$ cat config.mk
export PLATFORM = sky130hd
export DESIGN_NAME = ddr_frame_writer
export DESIGN_NICKNAME = d
export VERILOG_FILES = /design/src/rtl/ddr_frame_writer.sv
export SDC_FILE = /design/constraint.sdc
export NUM_CORES = 1
export LEC_CHECK = 0
export BUFFER_PORTS_ARGS = -buffer_cell sky130_fd_sc_hd__clkbuf_2
export CAP_MARGIN = 5
export CORE_UTILIZATION = 45
export CTS_CLUSTER_DIAMETER = 30
export DETAILED_ROUTE_END_ITERATION = 12
export GPL_TIMING_DRIVEN = 0
export PLACE_DENSITY = 0.69
export SYNTH_ARGS = -nofsm -noshare
export SYNTH_HDL_FRONTEND = slang
export SYNTH_SLANG_ARGS = --single-unit
$ cat constraint.sdc
create_clock -name clk -period 4.88 [get_ports clk]
set_clock_uncertainty 0.15 [all_clocks]
set_input_delay 0.976 -clock clk [delete_from_list [all_inputs] [get_ports clk]]
set_output_delay 0.976 -clock clk [all_outputs]
set_load 0.05 [all_outputs]
$ cat src/rtl/ddr_frame_writer.sv
// ddr_frame_writer: streams pixel words into DDR as write bursts on one MIG user port,
// ping-ponging between two frame buffers so the reader always scans a finished frame.
`default_nettype none

module ddr_frame_writer #(
    parameter int                    DATA_WIDTH  = 32,
    parameter int                    ADDR_WIDTH  = 30,
    parameter int                    BURST_LEN   = 16,
    parameter int                    FRAME_WORDS = 307200,
    parameter logic [ADDR_WIDTH-1:0] BASE_ADDR_0 = '0,
    parameter logic [ADDR_WIDTH-1:0] BASE_ADDR_1 = 'h12C000
) (
    input  logic                    clk,
    input  logic                    reset,
    input  logic                    calib_done,
    input  logic                    frame_start,
    input  logic [DATA_WIDTH-1:0]   src_data,
    input  logic                    src_valid,
    output logic                    src_ready,
    input  logic                    p_wr_full,
    input  logic                    p_cmd_full,
    output logic                    p_wr_en,
    output logic [DATA_WIDTH-1:0]   p_wr_data,
    output logic [DATA_WIDTH/8-1:0] p_wr_mask,
    output logic                    p_cmd_en,
    output logic [2:0]              p_cmd_instr,
    output logic [5:0]              p_cmd_bl,
    output logic [ADDR_WIDTH-1:0]   p_cmd_byte_addr,
    output logic                    mem_rst,
    output logic                    display_sel,
    output logic                    frame_done,
    output logic                    busy,
    output logic                    start_overrun
);

    localparam int          BSHIFT     = $clog2(DATA_WIDTH / 8);
    localparam int          PTR_W      = $clog2(FRAME_WORDS + 1);
    localparam logic [31:0] FW         = 32'(FRAME_WORDS);
    localparam logic [31:0] BL         = 32'(BURST_LEN);
    localparam logic [6:0]  FIRST_BLEN = (BURST_LEN < FRAME_WORDS) ? 7'(BURST_LEN) : 7'(FRAME_WORDS);

    typedef enum logic [2:0] {
        S_INIT = 3'd0,
        S_IDLE = 3'd1,
        S_FILL = 3'd2,
        S_CMD  = 3'd3,
        S_DONE = 3'd4
    } state_t;

    state_t           state, state_nx;
    logic             calib_meta, calib_sync;
    logic [PTR_W-1:0] word_ptr;
    logic [6:0]       bcnt, blen, blen_after;
    logic [PTR_W:0]   ptr_after;
    logic [31:0]      remain;
    logic             wr_buf;
    logic             accept;

    assign ptr_after  = {1'b0, word_ptr} + (PTR_W+1)'(blen);
    assign remain     = FW - 32'(ptr_after);
    assign blen_after = (remain < BL) ? 7'(remain) : 7'(BURST_LEN);
    assign accept     = src_valid && src_ready;

    assign p_wr_mask       = '0;
    assign p_cmd_instr     = 3'b000;
    assign p_cmd_bl        = 6'(blen - 7'd1);
    assign p_cmd_byte_addr = (wr_buf ? BASE_ADDR_1 : BASE_ADDR_0) + (ADDR_WIDTH'(word_ptr) << BSHIFT);
    assign display_sel     = ~wr_buf;
    assign busy            = (state == S_FILL) || (state == S_CMD);

    always_ff @(posedge clk or posedge reset) begin
        if (reset) begin
            calib_meta <= 1'b0;
            calib_sync <= 1'b0;
        end else begin
            calib_meta <= calib_done;
            calib_sync <= calib_meta;
        end
    end

    always_ff @(posedge clk or posedge reset) begin
        if (reset) state <= S_INIT;
        else       state <= state_nx;
    end

    // FILL hands over to CMD only once the last beat is registered, so the
    // command always trails the final write-FIFO push by at least one cycle.
    always_comb begin
        state_nx   = state;
        src_ready  = 1'b0;
        p_cmd_en   = 1'b0;
        frame_done = 1'b0;
        case (state)
            S_INIT: if (calib_sync) state_nx = S_IDLE;
            S_IDLE: if (frame_start) state_nx = S_FILL;
            S_FILL: begin
                src_ready = !p_wr_full && (bcnt < blen);
                if (bcnt == blen) state_nx = S_CMD;
            end
            S_CMD: begin
                if (!p_cmd_full) begin
                    p_cmd_en = 1'b1;
                    state_nx = (32'(ptr_after) < FW) ? S_FILL : S_DONE;
                end
            end
            S_DONE: begin
                frame_done = 1'b1;
                state_nx   = S_IDLE;
            end
            default: state_nx = S_INIT;
        endcase
    end

    always_ff @(posedge clk or posedge reset) begin
        if (reset) begin
            word_ptr      <= '0;
            bcnt          <= '0;
            blen          <= '0;
            wr_buf        <= 1'b0;
            p_wr_en       <= 1'b0;
            p_wr_data     <= '0;
            mem_rst       <= 1'b1;
            start_overrun <= 1'b0;
        end else begin
            mem_rst <= 1'b0;
            p_wr_en <= accept;
            if (accept) begin
                p_wr_data <= src_data;
                bcnt      <= bcnt + 7'd1;
            end
            if (state == S_IDLE && frame_start) begin
                word_ptr <= '0;
                bcnt     <= '0;
                blen     <= FIRST_BLEN;
            end
            if (p_cmd_en) begin
                word_ptr <= ptr_after[PTR_W-1:0];
                bcnt     <= '0;
                blen     <= blen_after;
            end
            if (state == S_DONE) wr_buf <= ~wr_buf;
            if (frame_start && state != S_IDLE && state != S_INIT) start_overrun <= 1'b1;
        end
    end

endmodule

`default_nettype wire
== Yosys cells after proc, flatten, opt, wreduce, memory -nomap -nowiden ==
Index checks and enable logic that the tools add are counted.
Storage, ports and cells
  RAM bits: 0
  input bits: 39
  logic and storage cells: 61
  bits in registers: 74
  bits in latches: 0
  memories: 0
  output and inout bits: 83
  bits in read-only memories: 0
Cells by class
  shift operators: 0
  divide/modulo/power cells: 0
  reductions and logical operators: 12
  bitwise operators: 1
  add/subtract/negate cells: 5
  $mul: 0
  multiplexer cells: 19
  magnitude comparators: 3
  equal/unequal tests: 10
Operators with widths (number)
  $mux 7: 6
  $mux 19: 2
  $lt 32x5->1 const B: 1
  $add 21x21->22: 1
  $mux 21: 1
  $sub 19x20->21 const A: 1
  $add 19x7->20: 1
  $lt 20x19->1 const B: 1
  $mux 3: 5
  $pmux 3 s5: 1
  $add 7x1->7 const B: 1
  $eq 7x7->1: 1
  $lt 7x7->1: 1
  $eq 3x2->1 const B: 2
  $ne 2x2->1 const B: 3
  $reduce_bool 3->1: 2
  $sub 6x1->6 const B: 1
  $logic_and 1x1->1: 5
  $mux 1: 4
  $reduce_and 4->1: 1
  $eq 3x1->1 const B: 1
  $eq 3x3->1 const B: 1
  $logic_not 3->1: 1
  $ne 3x1->1 const B: 1
  5 further kinds: 5

== Logic depth before layout (Yosys ltp) ==
  depth after elaboration: 7
  depth in mapped cells: 13
  gate-level depth less buffers: 12

== Worst setup path before layout ==
No wires, ideal clock.
  path type: reg-to-reg
  start: register word_ptr[0]
  end: register blen[4]
  library setup time: 126 ps
  data arrival time: 3263 ps
  buffers on the path: 0
  slack: 1341 ps
  clock period less this slack: 3539 ps
  cell stages (with the launch flop): 12
  data required time: 4604 ps
  cells stage by stage: dfrtp_1 ha_1 fa_1 a211oi_2 or3_4 a211oi_2 a211o_1 or3_1 mux2i_1 o31ai_1 nand4b_1 o32a_1
Between the ends
  word-level cells in the longest chain between the ends: 5
Ends and longest elaborated chain
  start, declared: RTL line 52  | logic [PTR_W-1:0] word_ptr;
  start signal, assigned: RTL line 137  | word_ptr <= ptr_after[PTR_W-1:0];
  $add 19x7->20 (*): RTL line 59  | assign ptr_after = {1'b0, word_ptr} + (PTR_W+1)'(blen);
  $sub 19x20->21 (*): RTL line 60  | assign remain = FW - 32'(ptr_after);
  $lt 32x5->1: RTL line 61  | assign blen_after = (remain < BL) ? 7'(remain) : 7'(BURST_LEN);
  $mux 7 (*): RTL line 61
  $mux 7 (*): RTL line 136  | if (p_cmd_en) begin
  end signal, assigned: RTL line 139  | blen <= blen_after;
  end, declared: RTL line 53  | logic [6:0] bcnt, blen, blen_after;
Every way passes the cells marked *; elsewhere a longest branch is shown, timed or not.
A chain may end at the register's enable or synchronous reset.

== Final worst setup path ==
  start: register blen[0]
  end: register blen[4]
Between the ends
  word-level cells in the longest chain between the ends: 5
Ends and longest elaborated chain (RTL line)
  $add 19x7->20 (*): 59
  $sub 19x20->21 (*): 60
  $lt 32x5->1: 61
  $mux 7 (*): 61
  $mux 7 (*): 136
Marks and branches as above.

==> out/metrics.yaml <==
yosysUniqueCellTypes: 77
criticalPathCategory: "reg -> reg"
wire_per_inst_microns: 15.3
clockBufferDepth: 2
hpwlAfterDp_mm: 10.1
clk_latency_ps: 350
netlist_instances: 600
num_rows: 38
cp_top_family: "compound AO/OA/AOI/OAI gates"
maxSlewHeadroom: 0.447
finalInstanceArea_sq_um: 6230
cap_violations: 0
yosysSeqAreaShare: 0.361
synth_area_sq_um: 5130
fp.dieW_microns: 109
synth_top_area_frac: 0.356
avgSynthCellArea_sq_um: 8.54
worstSetupStartpointType: "flip-flop"
fp.coreArea_sq_um: 11000
io-pin-count: 122
ctsResizeCount: 0
viasPerCell: 5.46
port_buffers: 104
grt_max_degree: 71
period_needed_ps: 4050
synth_ff_type: "dfrtp_1"
worst_ep_required_time_ps: 4960
path_cells: "ha_1 -> fa_1 -> a211oi_2 -> nor3_2 -> o211ai_1 -> mux2i_1 -> o21ai_0 -> a21o_1 -> a31oi_1 -> nor3_2 -> o32a_1"
grt_overflow: 0
dieArea_sq_um: 11800
ant_nets: 0
end_kind: "flip-flop"
detailed_place.area_sq_um: 5920
r2r_setup_slack_ps: 830
cts.sinks: 74
cp_max_fo: 5
max_freq_ghz: 0.247
post-cts-setup-buffers: 0
drtIter0Drc: 264
design_power_total_uw: 3110
layout.cells.non_filler: 878
area_growth_pct: 21.5
drc: 0
hold_buffers: 0
tightest_slew_ps: 823
grt_pass1_wl_mm: 22.2
powerDensity_nw_per_um2: 500
drive_gt1_frac: 0.249
cts-buffers-inserted: 9
setup-tns-final_ps: 0
netlist_top_cells_area: "dfrtp_1, nand2_1, ha_1"
finalHoldViolCount: 0
drv_slew: 0
h-tree-depth: 3
path_buf_inv: 0
die_h_microns: 109
grtUsageTotal: 0.241
dr.pass1.iters: 5
min_period_over_period: 0.829
yosysTopAreaCell: "dfrtp_1"
cpPeakStageDelay_ps: 510
rsz0062_at_grt: "no"
async_flop_share: 1.00
start_util: 0.467
ir_drop_mv: 0.335
placedCellCount: 862
antenna_found_initial: 0
ys_ff_latch: 74
cts_tree: "done"
synth_edf_count: 0
holdWs_ps: 212
wl_mm: 13.4
cpMostUsedCell: "nor3_2"
grt_pass1_vias: 4474
run_status: "complete, no violations"
vias: 4791
hold_class: "reg -> reg"
antenna_cells: 0
cts-root-buf: "clkbuf_16"
setup-violations-final: 0
routabilityCongestion: 0.910
fin_nets: 795
path_clk_slew_ps: 60
cp.arrival_ps: 4130
cp_slowest_cell: "fa_1"
leakagePower_uw: 0.00297
ys_warn_count: 0
cells in the mapped netlist (7+ instances only):
master	instances
a21oi_1	19
mux2i_1	7
xnor2_1	23
ha_1	21
clkbuf_1	19
xor2_1	10
inv_1	25
o21ai_0	28
buf_4	31
nand2_1	139
nor2_1	24
dfrtp_1	73
nand3_1	21
nor3_1	12
logic make-up after synthesis:
group                      after synthesis  share of synthesized area
buffers and inverters                   88                     0.0884
DFF                                     74                      0.361
muxes                                    9                     0.0181
AOI/OAI and AO/OA                      126                      0.192
adders and majority gates               23                     0.0591
xor gates and xnor gates                33                     0.0564
and+or+nand+nor                        246                      0.224
other                                    1                   0.000732
worst paths after layout:
| check | depth (start not counted) | from | to |
|---|---|---|---|
| max | 11 | blen[0] | blen[4] |
| min | 0 | calib_meta | calib_sync |
| max reg2reg | 11 | blen[0] | blen[4] |
| min reg2reg | 0 | calib_meta | calib_sync |
| max in group asynchronous | 3 | reset | bcnt[6] |
| min in group asynchronous | 2 | reset | p_wr_data[9] |
area by class of cell:
type / instances / area (sq um)
Fill cell: 1009 / 4760
Multi-Input combinational cell: 455 / 2880
Sequential cell: 74 / 1850
Timing Repair Buffer: 105 / 548
Buffer: 60 / 348
Clock buffer: 10 / 239
Tap cell: 140 / 175
Inverter: 28 / 108
Clock inverter: 6 / 72.6
registers in the layout, summed over array words and instances, names as in the netlist:
name,count
bcnt,7
blen,7
calib_meta,1
calib_sync,1
mem_rst,1
p_wr_data,32
p_wr_en,1
start_overrun,1
state,3
word_ptr,19
wr_buf,1
cells in the final DEF, fill, tap and decap left out, types with 5 or more instances in the layout:
cell       instances
ha_1              21
a22o_1             5
a21oi_1           19
nand4_1            6
nand2_1          139
nor2_1            24
o31ai_1            5
buf_4             31
or3_1              5
buf_1              5
nand3_1           21
conb_1            18
o21ai_0           28
dfrtp_1           73
xnor2_1           23
nor3_1            12
mux2i_1            7
o211ai_1           6
inv_1             24
clkbuf_1          19
clkbuf_16          9
a31oi_1            6
clkbuf_2         104
xor2_1            10
buf_2              5
nand2b_1           6
through the flow:
stage | setup slack (ps) | utilization
floorplan | 1340 | -
global placement | 911 | 0.536
detailed placement | 917 | 0.539
CTS | 907 | 0.567
global route | 622 | 0.567
finish | 834 | 0.567
metal layers:
metal	routed length, microns	global-route usage	up-vias
met5	0	0	-
met4	293	0.0985	0
met3	917	0.0424	23
met2	6440	0.401	205
met1	5760	0.310	2248
li1	-	-	2315
power by group:
| part | total (uW) | switching (uW) | internal [uW] |
|---|---|---|---|
| combinational | 1540 | 1080 | 461 |
| sequential | 862 | 112 | 750 |
| clock | 711 | 295 | 417 |
| total | 3110 | 1490 | 1630 |
Note: power is estimated with default switching activity, not from simulation.
